--- src/rtl/spi_regfile_slave.sv ---
// spi_regfile_slave
// SPI mode-0 slave that bridges an SPI master onto a bank of NREG write
// registers (wr_data) and NREG read-only registers (rd_data).
// A frame is an 8-bit command {W, B, x, addr} followed by DATA_W-bit words,
// all MSB first and sampled on SCLK rise. Bursts auto-increment the address.
//
// Ports:
//   clk, reset     system clock, asynchronous active-high reset
//   SPI_CLK/CS/MOSI asynchronous SPI inputs (two-flop synchronised)
//   SPI_MISO       slave data out, changes after SCLK fall
//   rd_data        NREG packed read words, word i at [i*DATA_W +: DATA_W]
//   wr_data        NREG packed write registers, same packing
//   wr_strobe      one-cycle pulse on the register just written
//   frame_err      one-cycle pulse when CS rises mid-command or mid-word
//   dbg_state_o    current FSM state (debug)
module spi_regfile_slave #(
    parameter int DATA_W = 32,
    parameter int ADDR_W = 4
) (
    input  logic                             clk,
    input  logic                             reset,
    input  logic                             SPI_CLK,
    input  logic                             SPI_CS,
    input  logic                             SPI_MOSI,
    output logic                             SPI_MISO,
    input  logic [(2**ADDR_W)*DATA_W-1:0]    rd_data,
    output logic [(2**ADDR_W)*DATA_W-1:0]    wr_data,
    output logic [(2**ADDR_W)-1:0]           wr_strobe,
    output logic                             frame_err,
    output logic [1:0]                       dbg_state_o
);

    localparam int NREG  = 2**ADDR_W;
    localparam int CNT_W = $clog2(DATA_W);
    localparam logic [CNT_W-1:0] LAST_BIT = CNT_W'(DATA_W-1);
    localparam logic [CNT_W-1:0] CMD_LAST = CNT_W'(7);

    typedef enum logic [1:0] {
        ST_IDLE = 2'd0,
        ST_CMD  = 2'd1,
        ST_DATA = 2'd2,
        ST_DONE = 2'd3
    } state_t;

    // Synchronisers: [1] is the synchronised value, [2] the edge reference.
    logic [2:0] sclk_q;
    logic [2:0] cs_q;
    logic [1:0] mosi_q;

    state_t                   state_q, state_d;
    logic [CNT_W-1:0]         bit_cnt_q, bit_cnt_d;
    logic [DATA_W-1:0]        rx_q, rx_d;
    logic [DATA_W-1:0]        tx_q, tx_d;
    logic                     miso_q, miso_d;
    logic                     w_q, w_d;
    logic                     b_q, b_d;
    logic [ADDR_W-1:0]        addr_q, addr_d;
    logic                     load_q, load_d;
    logic [NREG*DATA_W-1:0]   wr_data_q, wr_data_d;
    logic [NREG-1:0]          wr_strobe_q, wr_strobe_d;
    logic                     frame_err_q, frame_err_d;

    logic              sclk_rise, sclk_fall, cs_high, cs_fall, mosi;
    logic [7:0]        cmd_byte;
    logic [DATA_W-1:0] rx_word;
    logic [DATA_W-1:0] rd_word;
    logic              sig_unused;

    assign sclk_rise = sclk_q[1] & ~sclk_q[2];
    assign sclk_fall = ~sclk_q[1] & sclk_q[2];
    assign cs_high   = cs_q[1];
    assign cs_fall   = ~cs_q[1] & cs_q[2];
    assign mosi      = mosi_q[1];

    assign cmd_byte   = {rx_q[6:0], mosi};
    assign rx_word    = {rx_q[DATA_W-2:0], mosi};
    assign rd_word    = rd_data[addr_q*DATA_W +: DATA_W];
    assign sig_unused = ^{cmd_byte, rx_q[DATA_W-1]};

    always_ff @(posedge clk or posedge reset) begin
        if (reset) begin
            sclk_q      <= '0;
            cs_q        <= '0;
            mosi_q      <= '0;
            state_q     <= ST_IDLE;
            bit_cnt_q   <= '0;
            rx_q        <= '0;
            tx_q        <= '0;
            miso_q      <= 1'b0;
            w_q         <= 1'b0;
            b_q         <= 1'b0;
            addr_q      <= '0;
            load_q      <= 1'b0;
            wr_data_q   <= '0;
            wr_strobe_q <= '0;
            frame_err_q <= 1'b0;
        end else begin
            sclk_q      <= {sclk_q[1:0], SPI_CLK};
            cs_q        <= {cs_q[1:0], SPI_CS};
            mosi_q      <= {mosi_q[0], SPI_MOSI};
            state_q     <= state_d;
            bit_cnt_q   <= bit_cnt_d;
            rx_q        <= rx_d;
            tx_q        <= tx_d;
            miso_q      <= miso_d;
            w_q         <= w_d;
            b_q         <= b_d;
            addr_q      <= addr_d;
            load_q      <= load_d;
            wr_data_q   <= wr_data_d;
            wr_strobe_q <= wr_strobe_d;
            frame_err_q <= frame_err_d;
        end
    end

    always_comb begin
        state_d     = state_q;
        bit_cnt_d   = bit_cnt_q;
        rx_d        = rx_q;
        tx_d        = tx_q;
        miso_d      = miso_q;
        w_d         = w_q;
        b_d         = b_q;
        addr_d      = addr_q;
        load_d      = load_q;
        wr_data_d   = wr_data_q;
        wr_strobe_d = '0;
        frame_err_d = 1'b0;

        if (cs_high) begin
            // Deselect wins over any SCLK edge seen in the same cycle; a
            // partially shifted byte/word is dropped.
            if ((state_q == ST_CMD || state_q == ST_DATA) && bit_cnt_q != '0)
                frame_err_d = 1'b1;
            state_d   = ST_IDLE;
            miso_d    = 1'b0;
            bit_cnt_d = '0;
            load_d    = 1'b0;
        end else begin
            case (state_q)
                ST_IDLE: begin
                    // Only a fresh CS fall starts a frame, so a reset released
                    // with CS already low waits for the next select.
                    if (cs_fall) begin
                        state_d   = ST_CMD;
                        bit_cnt_d = '0;
                        rx_d      = '0;
                    end
                end
                ST_CMD: begin
                    if (sclk_rise) begin
                        rx_d = rx_word;
                        if (bit_cnt_q == CMD_LAST) begin
                            w_d       = cmd_byte[7];
                            b_d       = cmd_byte[6];
                            addr_d    = cmd_byte[ADDR_W-1:0];
                            bit_cnt_d = '0;
                            load_d    = 1'b1;
                            state_d   = ST_DATA;
                        end else begin
                            bit_cnt_d = bit_cnt_q + 1'b1;
                        end
                    end
                end
                ST_DATA: begin
                    // First fall of each word snapshots rd_data[addr].
                    if (sclk_fall) begin
                        if (load_q) begin
                            tx_d   = {rd_word[DATA_W-2:0], 1'b0};
                            miso_d = rd_word[DATA_W-1];
                            load_d = 1'b0;
                        end else begin
                            tx_d   = {tx_q[DATA_W-2:0], 1'b0};
                            miso_d = tx_q[DATA_W-1];
                        end
                    end
                    if (sclk_rise) begin
                        rx_d = rx_word;
                        if (bit_cnt_q == LAST_BIT) begin
                            bit_cnt_d = '0;
                            if (w_q) begin
                                wr_data_d[addr_q*DATA_W +: DATA_W] = rx_word;
                                wr_strobe_d[addr_q]                = 1'b1;
                            end
                            if (b_q) begin
                                addr_d = addr_q + 1'b1;
                                load_d = 1'b1;
                            end else begin
                                state_d = ST_DONE;
                                miso_d  = 1'b0;
                            end
                        end else begin
                            bit_cnt_d = bit_cnt_q + 1'b1;
                        end
                    end
                end
                default: ;  // ST_DONE: ignore SCLK until deselect
            endcase
        end
    end

    assign SPI_MISO    = miso_q & ~cs_high;
    assign wr_data     = wr_data_q;
    assign wr_strobe   = wr_strobe_q;
    assign frame_err   = frame_err_q;
    assign dbg_state_o = state_q;

endmodule

--- config.mk ---
export PLATFORM = sky130hd
export DESIGN_NAME = spi_regfile_slave
export DESIGN_NICKNAME = d
export VERILOG_FILES = /design/src/rtl/spi_regfile_slave.sv
export SDC_FILE = /design/constraint.sdc
export NUM_CORES = 1
export LEC_CHECK = 0
export ABC_AREA = 1
export CAP_MARGIN = 20
export CORE_AREA = 2 2 411 413
export DETAILED_ROUTE_END_ITERATION = 8
export DIE_AREA = 0 0 413 415
export PLACE_DENSITY = 0.37
export SLEW_MARGIN = 20
export SYNTH_ARGS = -nofsm -noshare
export SYNTH_HDL_FRONTEND = slang
export SYNTH_SLANG_ARGS = --single-unit
--- constraint.sdc ---
create_clock -name clk -period 36.8 [get_ports clk]
set_clock_uncertainty 0.15 [all_clocks]
set_input_delay 9.2 -clock clk [delete_from_list [all_inputs] [get_ports clk]]
set_output_delay 9.2 -clock clk [all_outputs]
set_load 0.05 [all_outputs]
==> flow_metrics.env <==
export IMPL_status="finished clean"
export IMPL_synth_async_sr_flop_share_pct=100.0
export IMPL_instances_no_fill=7035
export IMPL_grt_max_degree=158
export IMPL_routed_via_count=31287
export IMPL_final_setup_tns_ns=0
export IMPL_cts_hold_buf=0
export IMPL_grt_pass1_wl_um=268400
export IMPL_final_setup_viol_count=0
export IMPL_hp_class="flip-flop to flip-flop"
export IMPL_p_leak_nw=18.34
export IMPL_cts_num_sinks=614
export IMPL_antenna_found_initial=25
export IMPL_path_max_fanout=100
export IMPL_maxCapViolations=0
export IMPL_core_area_um2=166700
export IMPL_htreeDepth=3
export IMPL_endpoint_kind="async pin"
export IMPL_path_clk_slew_ns=0.06
export IMPL_critPathKind="input port to async pin"
export IMPL_total_power_mw=2.710
export IMPL_cts_setup_buffers=0
export IMPL_rows=150
export IMPL_cts_resized=0
export IMPL_cts_buffer_depth=3
export IMPL_synth_edff_count=0
export IMPL_grt_usage_pct=22.23
export IMPL_ys_ff_latch=614
export IMPL_syn_nets=4392
export IMPL_cp_slowest_stage_delay_ns=0.78
export IMPL_utilization_pct=27.14
export IMPL_drt_iter0_drc=2462
export IMPL_die_y_um=415
export IMPL_cp_start_kind="input port"
export IMPL_cts_inserted_buffers=80
export IMPL_slowest_stage="buf_4"
export IMPL_seq_area_frac_synth_pct=51.58
export IMPL_syn_avg_cell_area_um2=7.711
export IMPL_die_area_um2=171400
export IMPL_powerDensity_nw_per_um2=59.91
export IMPL_wirelength_um=196200
export IMPL_wl_per_cell_um=27.88
export IMPL_area_growth_pct=51.88
export IMPL_fmax_ghz=0.07838
export IMPL_first_pass_iters=6
export IMPL_final_hold_viol_count=0
export IMPL_fin_nets=5284
export IMPL_die_width_um=413
export IMPL_ff2ff_path_depth=7
export IMPL_overflow=0
export IMPL_min_to="sclk_q[1]$_DFF_PP0_"
export IMPL_max_vdd_ir_drop_v=0.00005881
export IMPL_drc_errors=0
export IMPL_hold_path_depth=0
export IMPL_start_util_pct=17.87
export IMPL_relSlewSlack_pct=14.90
export IMPL_ys_flop_type="dfrtp_1"
export IMPL_avgViaCountPerCell=4.447
export IMPL_crit_top_cell="buf_4"
export IMPL_placed_cells=6876
export IMPL_pin_count=1049
export IMPL_synth_area_um2=29790
export IMPL_rsz0062_at_grt="no"
export IMPL_crit_chain="clkdlybuf4s50_1 -> inv_8 -> buf_4 -> buf_4 -> buf_4 -> buf_4"
export IMPL_io_buffers=1048
export IMPL_drive_above_1_share_pct=5.288
export IMPL_synthCells=3863
export IMPL_hpwl_um=147800
export IMPL_yosys_warnings=0
export IMPL_min_period_ns=12.76
export IMPL_worstPathRequired_ns=37.33
export IMPL_postRouteAntennaNets=0
export IMPL_fin_crit_sh_pct=34.67
export IMPL_insertion_delay_ns=0.68
export IMPL_slew_violations=0
export IMPL_max_slew_worst_pin_slew_ns=1.263
export IMPL_crit_arrival_ns=13.29
export IMPL_routabilityCongestion=0.8998
export IMPL_reg2reg_slack_ns=31.90
export IMPL_r2r_end="wr_data[67]$_DFFE_PP0P_"
export IMPL_yosysUniqueCellTypes=39
export IMPL_grt_pass1_vias=31025
export IMPL_regToRegStartpoint="addr_q[0]$_DFFE_PP0P_"
export IMPL_hold_start="sclk_q[0]$_DFF_PP0_"
export IMPL_cts_root_buf="clkbuf_16"
export IMPL_cts_tree="built"
[critical path: cells and delay by family]
| kind | cells | cell delay [ns] |
|---|---|---|
| buffers and inverters | 6 | 3.90 |
[report_power, final]
part / internal, mW / leakage (nW) / switching (mW) / total, mW
combinational: 0.235 / 8.44 / 0.883 / 1.12
sequential: 0.700 / 8.49 / 0.0346 / 0.735
clock: 0.522 / 1.41 / 0.337 / 0.859
[flip-flops by register name (all words and copies together) (netlist names)]
signal / cells
tx_q: 31
bit_cnt_q: 5
rx_q: 31
wr_data: 512
mosi_q: 2
dbg_state_o: 2
b_q: 1
cs_q: 3
wr_strobe: 16
frame_err: 1
sclk_q: 3
miso_q: 1
load_q: 1
w_q: 1
addr_q: 4
[synthesized netlist by cell type, types with 13 or more instances]
cell,count,area (µm²)
nand3_1,249,1246
dfrtp_1,614,15360
inv_1,116,435.4
o22ai_1,82,513.0
o21ai_0,609,3048
nand2_1,1102,4136
o21ai_1,133,665.6
nor3_1,75,375.4
nand4_1,50,312.8
buf_2,64,320.3
a21oi_1,40,200.2
inv_2,14,52.55
buf_1,13,48.80
nor2_1,421,1580
clkbuf_1,205,769.5
[worst max-delay path by stage]
| stage | slack, ns | endpoint | depth (start not counted) | from |
|---|---|---|---|---|
| global route | 23.42 | wr_data[129]$_DFFE_PP0P_ | 6 | reset |
| CTS | 23.77 | wr_data[141]$_DFFE_PP0P_ | 6 | reset |
| finish | 24.04 | wr_data[141]$_DFFE_PP0P_ | 6 | reset |
| floorplan | 10.26 | addr_q[0]$_DFFE_PP0P_ | 1 | reset |
| global placement | 23.03 | wr_data[141]$_DFFE_PP0P_ | 6 | reset |
| detailed placement | 23.02 | wr_data[141]$_DFFE_PP0P_ | 6 | reset |
[metrics by stage]
step / cell area [µm²] / worst slack [ns] / hold WS [ns]
2_1_floorplan: 29790 / 10.26 / 0.1812
3_3_place_gp: 42330 / 23.03 / 0.1922
3_5_place_dp: 42330 / 23.02 / 0.1941
4_1_cts: 45190 / 23.77 / 0.2074
5_1_grt: 45220 / 23.42 / 0.2101
6_report: 45240 / 24.04 / 0.2031
[cell usage in the layout (no fill, tap or decap), types with 75 or more instances in the layout]
cell type / synthesis / routed
clkbuf_16: 0 / 82
dfrtp_1: 614 / 612
o21ai_1: 133 / 134
nand3_1: 249 / 248
o22ai_1: 82 / 82
nor2_1: 421 / 418
clkdlybuf4s50_1: 0 / 1048
nor3_1: 75 / 75
inv_1: 116 / 114
o21ai_0: 609 / 608
nand2_1: 1102 / 1099
[area by class of cell]
| type | instances | area (µm²) |
|---|---|---|
| clock inverters | 31 | 467.9 |
| multi-input cells | 2821 | 12750 |
| diodes | 9 | 22.52 |
| flip-flops and latches | 614 | 15370 |
| clock buffers | 118 | 2387 |
| repair buffers | 1106 | 10970 |
| well taps | 2204 | 2758 |
| fillers | 18317 | 121400 |
| inverters | 132 | 513.0 |
[cells by family after synthesis]
group | after synthesis | share of synthesized area [%]
and+or+nand+nor | 1930 | 26.76
adders and majority gates | 12 | 0.5041
buffers and inverters | 428 | 5.864
DFF | 614 | 51.58
AOI/OAI and AO/OA | 878 | 15.26
xor gates and xnor gates | 1 | 0.02941
[layer usage]
layer	up-vias	routed length, µm	track usage [%]
li1	14563	-	-
met1	15574	94900	32.42
met2	1017	85660	33.44
met3	129	12230	4.915
met4	4	3342	4.240
met5	-	27	0
Power figures use the tool's default switching activity.
